File: src/rtl/m_download_pbuf_pkg.sv
// m_download_pbuf_pkg: framing codes and FSM state encoding for the download buffer.
package dl_pkg;
    localparam logic [1:0] CTRL_NONE = 2'b00;
    localparam logic [1:0] CTRL_HEAD = 2'b01;
    localparam logic [1:0] CTRL_BODY = 2'b10;
    localparam logic [1:0] CTRL_TAIL = 2'b11;
    typedef enum logic [1:0] {IDLE = 2'b00, BUSY = 2'b01, RDY = 2'b10} dl_state_t;
endpackage

File: src/rtl/m_download_pbuf_slot_dec.sv
// dl_slot_dec: flit count to one-hot slot write enable, all zeros once the message is full.
module dl_slot_dec #(
    parameter int MAX_FLITS = 11,
    parameter int CNT_W     = 8
) (
    input  logic [CNT_W-1:0]     cnt_i,
    output logic [MAX_FLITS-1:0] we_o
);
    for (genvar k = 0; k < MAX_FLITS; k++) begin : g_we
        assign we_o[k] = cnt_i == CNT_W'(k);
    end
endmodule

File: src/rtl/m_download_pbuf.sv
// m_download_pbuf: flit-to-message deserialiser with ready/valid input and framing checks.
// Define M_DOWNLOAD_OVF_DET_EN to build the sticky overflow flag; otherwise err_ovf is tied low.
module m_download_pbuf
    import dl_pkg::*;
#(
    parameter int FLIT_W    = 16,
    parameter int MAX_FLITS = 11,
    parameter int CNT_W     = 8
) (
    input  logic                        clk,
    input  logic                        rst,
    input  logic [FLIT_W-1:0]           in_flit,
    input  logic                        in_valid,
    input  logic [1:0]                  in_ctrl,
    output logic                        in_ready,
    input  logic                        mem_done_access,
    output logic                        v_msg,
    output logic [MAX_FLITS*FLIT_W-1:0] msg_flits,
    output logic [CNT_W-1:0]            msg_len,
    output logic [1:0]                  dl_state,
    output logic                        err_frame,
    output logic                        err_ovf
);
    dl_state_t                             state_q;
    logic [CNT_W-1:0]                      cnt_q;
    logic [MAX_FLITS-1:0][FLIT_W-1:0]      slots_q;
    logic [MAX_FLITS-1:0]                  we;
    logic                                  err_frame_q;
    logic                                  acc;
    logic                                  room;

    assign in_ready  = state_q != RDY;
    assign acc       = in_valid && in_ready;
    assign room      = cnt_q < CNT_W'(MAX_FLITS);
    assign v_msg     = state_q == RDY;
    assign msg_len   = v_msg ? cnt_q : '0;
    assign msg_flits = slots_q;
    assign dl_state  = state_q;
    assign err_frame = err_frame_q;

    dl_slot_dec #(.MAX_FLITS(MAX_FLITS), .CNT_W(CNT_W)) u_dec (.cnt_i(cnt_q), .we_o(we));

    always_ff @(posedge clk or posedge rst) begin
        if (rst) begin
            state_q     <= IDLE;
            cnt_q       <= '0;
            slots_q     <= '0;
            err_frame_q <= 1'b0;
        end else begin
            case (state_q)
                IDLE: if (acc) begin
                    if (in_ctrl == CTRL_HEAD || in_ctrl == CTRL_TAIL) begin
                        slots_q[0] <= in_flit;
                        cnt_q      <= CNT_W'(1);
                        state_q    <= in_ctrl == CTRL_HEAD ? BUSY : RDY;
                    end else begin
                        err_frame_q <= 1'b1;
                    end
                end
                BUSY: if (acc) begin
                    if (in_ctrl == CTRL_HEAD) begin
                        // a stray head restarts the message from scratch
                        err_frame_q <= 1'b1;
                        slots_q     <= '0;
                        slots_q[0]  <= in_flit;
                        cnt_q       <= CNT_W'(1);
                    end else if (in_ctrl == CTRL_NONE) begin
                        err_frame_q <= 1'b1;
                    end else begin
                        for (int k = 0; k < MAX_FLITS; k++)
                            if (we[k]) slots_q[k] <= in_flit;
                        if (room) cnt_q <= cnt_q + CNT_W'(1);
                        if (in_ctrl == CTRL_TAIL) state_q <= RDY;
                    end
                end
                RDY: if (mem_done_access) begin
                    slots_q <= '0;
                    cnt_q   <= '0;
                    state_q <= IDLE;
                end
                default: state_q <= IDLE;
            endcase
        end
    end

`ifdef M_DOWNLOAD_OVF_DET_EN
    logic err_ovf_q;
    always_ff @(posedge clk or posedge rst) begin
        if (rst) err_ovf_q <= 1'b0;
        else if (state_q == BUSY && acc && in_ctrl == CTRL_BODY && !room) err_ovf_q <= 1'b1;
    end
    assign err_ovf = err_ovf_q;
`else
    assign err_ovf = 1'b0;
`endif
endmodule
File: config.mk
export PLATFORM = sky130hd
export DESIGN_NAME = m_download_pbuf
export DESIGN_NICKNAME = d
export VERILOG_FILES = /design/src/rtl/m_download_pbuf_pkg.sv /design/src/rtl/m_download_pbuf_slot_dec.sv /design/src/rtl/m_download_pbuf.sv
export SDC_FILE = /design/constraint.sdc
export NUM_CORES = 1
export LEC_CHECK = 0
export ABC_AREA = 1
export BUFFER_PORTS_ARGS = -buffer_cell sky130_fd_sc_hd__buf_2
export CORE_AREA = 5 5 131 133
export CTS_CLUSTER_DIAMETER = 60
export DETAILED_ROUTE_END_ITERATION = 8
export DIE_AREA = 0 0 136 138
export GPL_TIMING_DRIVEN = 0
export PLACE_DENSITY = 0.79
export SKIP_CTS_REPAIR_TIMING = 1
export SKIP_LAST_GASP = 1
export SYNTH_ARGS = -nofsm -noshare
export SYNTH_HDL_FRONTEND = slang
export SYNTH_HIERARCHICAL = 1
export SYNTH_SLANG_ARGS = --single-unit
File: constraint.sdc
create_clock -name clk -period 9.7 [get_ports clk]
set_input_delay 2.91 -clock clk [delete_from_list [all_inputs] [get_ports clk]]
set_output_delay 2.91 -clock clk [all_outputs]
set_load 0.05 [all_outputs]
==> results by group, run 1 <==
Clock network
  – Clock Tree Root: clkbuf_16
  – Clock Path Buffers: 2
  – CTS tree: done
  – CTS sink cnt: 187
  – H-tree depth: 4
  – Clock latency on the worst-skew pair: approximately 0.43 ns
  – CTS clock-pin slew for the worst setup and hold paths: about 0.070 ns
  – TritonCTS Buffers: 17

Flow run
  – Max Cap Violations: 1

Die
  – Total core area: roughly 16000 um2
  – Die H: roughly 140 um
  – Die W: approximately 140 um
  – Effective utilization at floorplan: a little over half
  – Placement Rows: 46
  – Num ports: 212
  – Die area: 18770 um2

Synthesis
  – Synth unique cells: 26
  – Synth cell count leaders: nand2_1, dfrtp_1, nand3_1
  – Ys async rst share: 100.0%
  – Synth area leader: dfrtp_1
  – Avg Cell Area, Syn: approximately 8.6 um2
  – Yosys top cell area share: between 50% and 60%
  – Synthesized cell area: approximately 8000 um2
  – Area contributors post-synth: dfrtp_1, nand2_1, nand3_1
  – Main synth FF type: dfrtp_1
  – Register area share after synthesis: 57.14%
  – Gate Count Post-Synth: around 950
  – Post-synth EDFFs: 0
  – Count leader, synth: nand2_1
  – Yosys reg bits: 187
  – Synth warn: 6
  – Synthesized Nets: about 980

Status
  – Failing checks: capacitance limit, slew limit
  – Status: finished, violations left

Final layout
  – ANT cells: 0
  – Layout net count: ~1200
  – Finished Cell Area: 10190 um2
  – Post-layout util: roughly two thirds
  – Area delta synth->final: 24.40%
  – Share of cells above drive strength 1: between 20% and 30%
  – Layout fillers: around 1300

Worst setup path
  – CP max FO: 10
  – WP data arrival: between 1.5 and 2 ns
  – FF-to-FF path depth: 9
  – Setup crit start kind: register
  – Crit Path Category: register to primary output
  – Critical path required time: 6.79 ns
  – Crit end category: primary output

Place
  – RD Place Congestion: just under 0.9
  – Detailed placement HPWL: 16480 um
  – Placed inst area: ~9500 um2
  – Port Buffer Count: between 200 and 250

Global routing
  – Global-route wire length before repair: 38000 um
  – Initial antenna violation count: 0
  – Most Used Layer, Global Route: met2
  – Global Route met3 Usage: roughly 5.4%
  – Met1 usage: 34.62%
  – Vias in the first global route: roughly 7000
  – Global-route usage over all layers: between 20 and 30%
  – Total congestion overflow: 0
  – Met2 usage: 41.15%
  – Pin count of the biggest net entering global routing: around 110

STA
  – Worst slew pin tran: about 1.5 ns
  – Final setup vio count: 0
  – Final Slew Violations: 11
  – RSZ-0062 raised after global routing: no
  – Worst hold slack: around 0.47 ns
  – Sum Neg Setup Slack: 0 ns
  – Clock Skews: ~0.012 ns
  – Final period util: 49.62%
  – Hold Vio Cnt, Final: 0
  – Max-slew headroom: -2.332%
  – Max Freq: 207.8 MHz
  – Period minus WS final: about 4.8 ns

Route
  – Vias: ~7400
  – Routed Antenna Nets: 0
  – Avg Vias per Cell: 5.279
  – DRT Pass-1 Iters: 5
  – Residual DRC: 0
  – Routed wire length per instance: between 15 and 20 um
  – Drt total wl: approximately 24000 um
  – Initial DRC Count: 597

Hold path
  – HP Class: register to register
  – Hold Path Depth: 2
==> layer usage <==
| metal | wire (um) | up-vias |
|---|---|---|
| li1 | - | 3468 |
| met3 | 1894 | 64 |
| met4 | 846 | 0 |
| met5 | 0 | - |
| met1 | 9957 | 3558 |
| met2 | 11660 | 354 |
==> sequential cells by signal, indices dropped and copies added, names as in the netlist <==
register and flops:
dl_state 2, err_frame 1, cnt_q 8, msg_flits 176
==> cell families (layout without fill, tap and decap cells) <==
family | Yosys count | count (layout) | synth area share (%)
buffers and inverters | 89 | 332 | 6.509
other | 1 | 1 | 0.04579
adders and majority gates | 4 | 4 | 0.6112
DFF | 187 | 187 | 57.14
AOI/OAI and AO/OA | 28 | 28 | 1.925
and+or+nand+nor | 642 | 642 | 33.77
==> final cells by class <==
type                    instances  area, um2  area share [%]
plain buffers                  58      416.7           4.090
well taps                     216      270.3           2.653
flip-flops and latches        187       4679           45.93
multi-input cells             675       2977           29.22
clock inverters                13      188.9           1.855
inverters                      31      123.9           1.216
clock buffers                  19      452.9           4.446
repair buffers                211       1079           10.59
==> metrics by stage <==
step	cells	setup WS [ns]
5_1_grt	1410	4.787
3_3_place_gp	1377	-0.2628
3_5_place_dp	1378	4.819
4_1_cts	1410	4.887
6_report	1410	4.887
2_1_floorplan	951	1.705
==> worst max-delay path, cell delays in order (launching register included) <==
cell and delay, ns:
dfrtp_1 0.42, inv_1 0.09, ha_1 0.24, inv_2 0.06, buf_4 0.16, buf_2 0.21
buf_2 0.29
==> placed cells by master (no fill, tap or decap) <==
| cell type | n |
|---|---|
| a21oi_1 | 2 |
| a21oi_4 | 1 |
| a22oi_1 | 1 |
| a31o_2 | 1 |
| buf_16 | 1 |
| buf_2 | 228 |
| buf_4 | 23 |
| buf_6 | 12 |
| bufinv_16 | 4 |
| clkbuf_1 | 5 |
| clkbuf_16 | 17 |
| clkbuf_8 | 2 |
| clkinv_2 | 2 |
| clkinv_4 | 3 |
| clkinvlp_4 | 2 |
| conb_1 | 1 |
| dfrtp_1 | 187 |
| ha_1 | 4 |
| inv_1 | 25 |
| inv_2 | 5 |
| inv_6 | 2 |
| inv_8 | 1 |
| nand2_1 | 403 |
| nand2_2 | 1 |
| nand2_4 | 9 |
| nand3_1 | 163 |
| nand4_1 | 2 |
| nor2_1 | 37 |
| nor2_2 | 14 |
| nor2_4 | 2 |
| nor3_1 | 1 |
| o21ai_0 | 21 |
| o21ai_1 | 2 |
| or2_0 | 4 |
| or2_2 | 6 |
==> path summary, 6_finish.rpt <==
path                                                start  slack [ns]                         to
worst max-delay path              dl_state[0]$_DFFE_PP0P_        4.89                   in_ready
worst min-delay path            msg_flits[47]$_DFFE_PP0P_        0.47  msg_flits[47]$_DFFE_PP0P_
worst max register to register    dl_state[0]$_DFFE_PP0P_        6.90  msg_flits[39]$_DFFE_PP0P_
worst min register to register  msg_flits[47]$_DFFE_PP0P_        0.47  msg_flits[47]$_DFFE_PP0P_
max in group asynchronous                             rst        6.24  msg_flits[34]$_DFFE_PP0P_
min in group asynchronous                             rst        2.55  msg_flits[22]$_DFFE_PP0P_
Power of run 1 is not shown: default switching activity piles up to over one toggle a cycle in this logic, so the estimate is an artifact.
==> run 2, diff against run 1 <==
- ABC_AREA: 1 -> 0
- CORE_AREA: 5 5 131 133 -> 5 5 136 138
- DIE_AREA: 0 0 136 138 -> 0 0 141 143
- PLACE_DENSITY: 0.79 -> 0.74
- clock period: 9.7 -> 4.3 ns (I/O delays scaled with it)
==> results by group, run 2 <==
Status
  – Status: complete, no violations

Synthesis
  – Compound-Gate Fraction of Synth Area: under 10%
  – Multiplexer share of the synthesized area: roughly 25%
  – Simple-gate share of the synthesized area: 6.696%
  – Count leader, synth: dfrtp_1
  – Yosys top cell area share: ~60%
  – Area contributors post-synth: dfrtp_1, mux2_2, and2_1
  – Register area share after synthesis: between 50 and 60%
  – Synthesized cell area: approximately 7800 um2
  – Synth area leader: dfrtp_1
  – Avg Cell Area, Syn: between 10 and 15 um2
  – Post-synthesis xor/xnor area fraction: 0%
  – Adder and majority gate portion of the synthesized area: less than 1%
  – Synth warn: 6
  – Post-synth EDFFs: 0
  – Synth unique cells: 48
  – Synthesized Nets: between 500 and 600
  – Largest family of logic cells by synthesized area: multiplexers
  – Main synth FF type: dfrtp_1
  – Ys async rst share: 100.0%
  – Synth cell count leaders: dfrtp_1, mux2_2, and2_1
  – Gate Count Post-Synth: ~530
  – Yosys reg bits: roughly 190

Place
  – RD Place Congestion: about 0.84
  – Port Buffer Count: about 210
  – Placed inst area: between 9000 and 10000 um2
  – Detailed placement HPWL: about 15000 um

Worst setup path
  – Worst setup startpoint: dl_state[0]$_DFFE_PP0P_
  – Setup crit start kind: register
  – Crit Path Category: register to primary output
  – Crit end category: primary output
  – Worst r2r src: dl_state[0]$_DFFE_PP0P_
  – WP data arrival: roughly 2.1 ns
  – Critical path required time: ~3.0 ns
  – CP max FO: 10

Die
  – Placement Rows: 48
  – Total core area: 17060 um2
  – Die W: about 140 um
  – Effective utilization at floorplan: 45.90%
  – Die H: 143 um
  – Num ports: roughly 210
  – Die area: 20160 um2

Route
  – Vias: 5250
  – Drt total wl: between 20000 and 25000 um
  – Routed Antenna Nets: 0
  – DRT Pass-1 Iters: 4
  – Initial DRC Count: roughly 230
  – Avg Vias per Cell: ~5.2
  – Residual DRC: 0
  – Routed wire length per instance: just over 20 um

Global routing
  – Initial antenna violation count: 1
  – Global-route usage over all layers: 20.43%
  – Total congestion overflow: 0
  – Global-route wire length before repair: between 30000 and 40000 um
  – Vias in the first global route: ~5600
  – Pin count of the biggest net entering global routing: between 40 and 50

STA
  – Max Freq: 292.4 MHz
  – Final Slew Violations: 0
  – Hold Vio Cnt, Final: 0
  – Clock Skews: approximately 0.013 ns
  – RSZ-0062 raised after global routing: no
  – Worst slew pin tran: about 0.86 ns
  – Max-slew headroom: approximately 43%
  – Final setup vio count: 0
  – Final period util: 79.54%
  – Sum Neg Setup Slack: 0 ns
  – Period minus WS final: between 3 and 4 ns

Final layout
  – Finished Cell Area: 9844 um2
  – Post-layout util: 57.72%
  – Share of cells above drive strength 1: between 50% and 60%
  – Area delta synth->final: 25.75%
  – Max reg flops: about 180
  – Most frequent cells in the layout: buf_2, dfrtp_1, mux2_2
  – Commonest non-fill, non-tap cell in the layout: buf_2
  – Layout fillers: 1407
  – Layout net count: between 700 and 800

Clock network
  – H-tree depth: 4
  – TritonCTS Buffers: 17
  – CTS tree: done
  – Clock latency on the worst-skew pair: approximately 0.43 ns
  – CTS sink cnt: between 150 and 200
  – CTS clock-pin slew for the worst setup and hold paths: 0.07 ns
  – Clock Tree Root: clkbuf_16
  – Clock Path Buffers: 2

Hold path
  – HP Start: err_frame$_DFFE_PP0P_
  – HP Class: register to register

Flow run
  – Max Cap Violations: 0
-- run 2: layout make-up --
cell class / count / area [um2] / share of cell area [%]
sequential: 187 / 4679 / 47.53
multi-input combinational: 303 / 2920 / 29.66
timing repair buffer: 213 / 1126 / 11.44
clock buffer: 17 / 425.4 / 4.321
tap: 225 / 281.5 / 2.860
buffer: 36 / 210.2 / 2.135
clock inverter: 15 / 176.4 / 1.792
inverter: 5 / 22.52 / 0.2288
antenna: 1 / 2.502 / 0.02542
-- run 2: logic make-up (layout without fill, tap and decap cells) --
| group | after synthesis | count (layout) |
|---|---|---|
| buffers and inverters | 41 | 286 |
| other | 1 | 2 |
| adder cells (fa/ha/maj) | 4 | 4 |
| multiplexers | 176 | 176 |
| flip-flops | 187 | 187 |
| AND/OR/NAND/NOR | 87 | 87 |
| AO/OA/AOI/OAI | 35 | 35 |
-- run 2: routing by layer --
metal	up-vias	track usage [%]	share of wire [%]
met1	2686	26.63	42
met5	-	0	0
met3	24	4.923	6.3
li1	2338	-	-
met2	202	34.30	50
met4	0	5.966	1.5
-- run 2: worst max-delay path, stage by stage (launching register included) --
cell,delay [ns]
dfrtp_1,0.42
inv_1,0.10
ha_1,0.43
clkbuf_1,0.29
and2_1,0.18
buf_2,0.26
-- run 2: metrics by stage --
stage | std cells | hold WS, ns | setup slack [ns]
final | 1002 | 0.4786 | 0.8797
after global routing | 1002 | 0.5039 | 0.7075
after CTS | 1001 | 0.4791 | 0.8545
after detailed placement | 969 | 0.4598 | 1.073
after global placement | 965 | 0.4491 | -0.2740
after floorplan | 531 | 0.4934 | 0.6035
-- run 2: final timing paths --
| path | to | slack [ns] | cells past startpoint |
|---|---|---|---|
| max in group asynchronous | cnt_q[6]$_DFFE_PP0P_ | 2.33 | 4 |
| worst max-delay path | msg_len[5] | 0.88 | 5 |
| min in group asynchronous | msg_flits[112]$_DFFE_PP0P_ | 1.03 | 2 |
| worst max register to register | msg_flits[84]$_DFFE_PP0P_ | 1.65 | 8 |
| worst min register to register | err_frame$_DFFE_PP0P_ | 0.48 | 1 |
| worst min-delay path | err_frame$_DFFE_PP0P_ | 0.48 | 1 |
Power of run 2 is left out for the same reason.
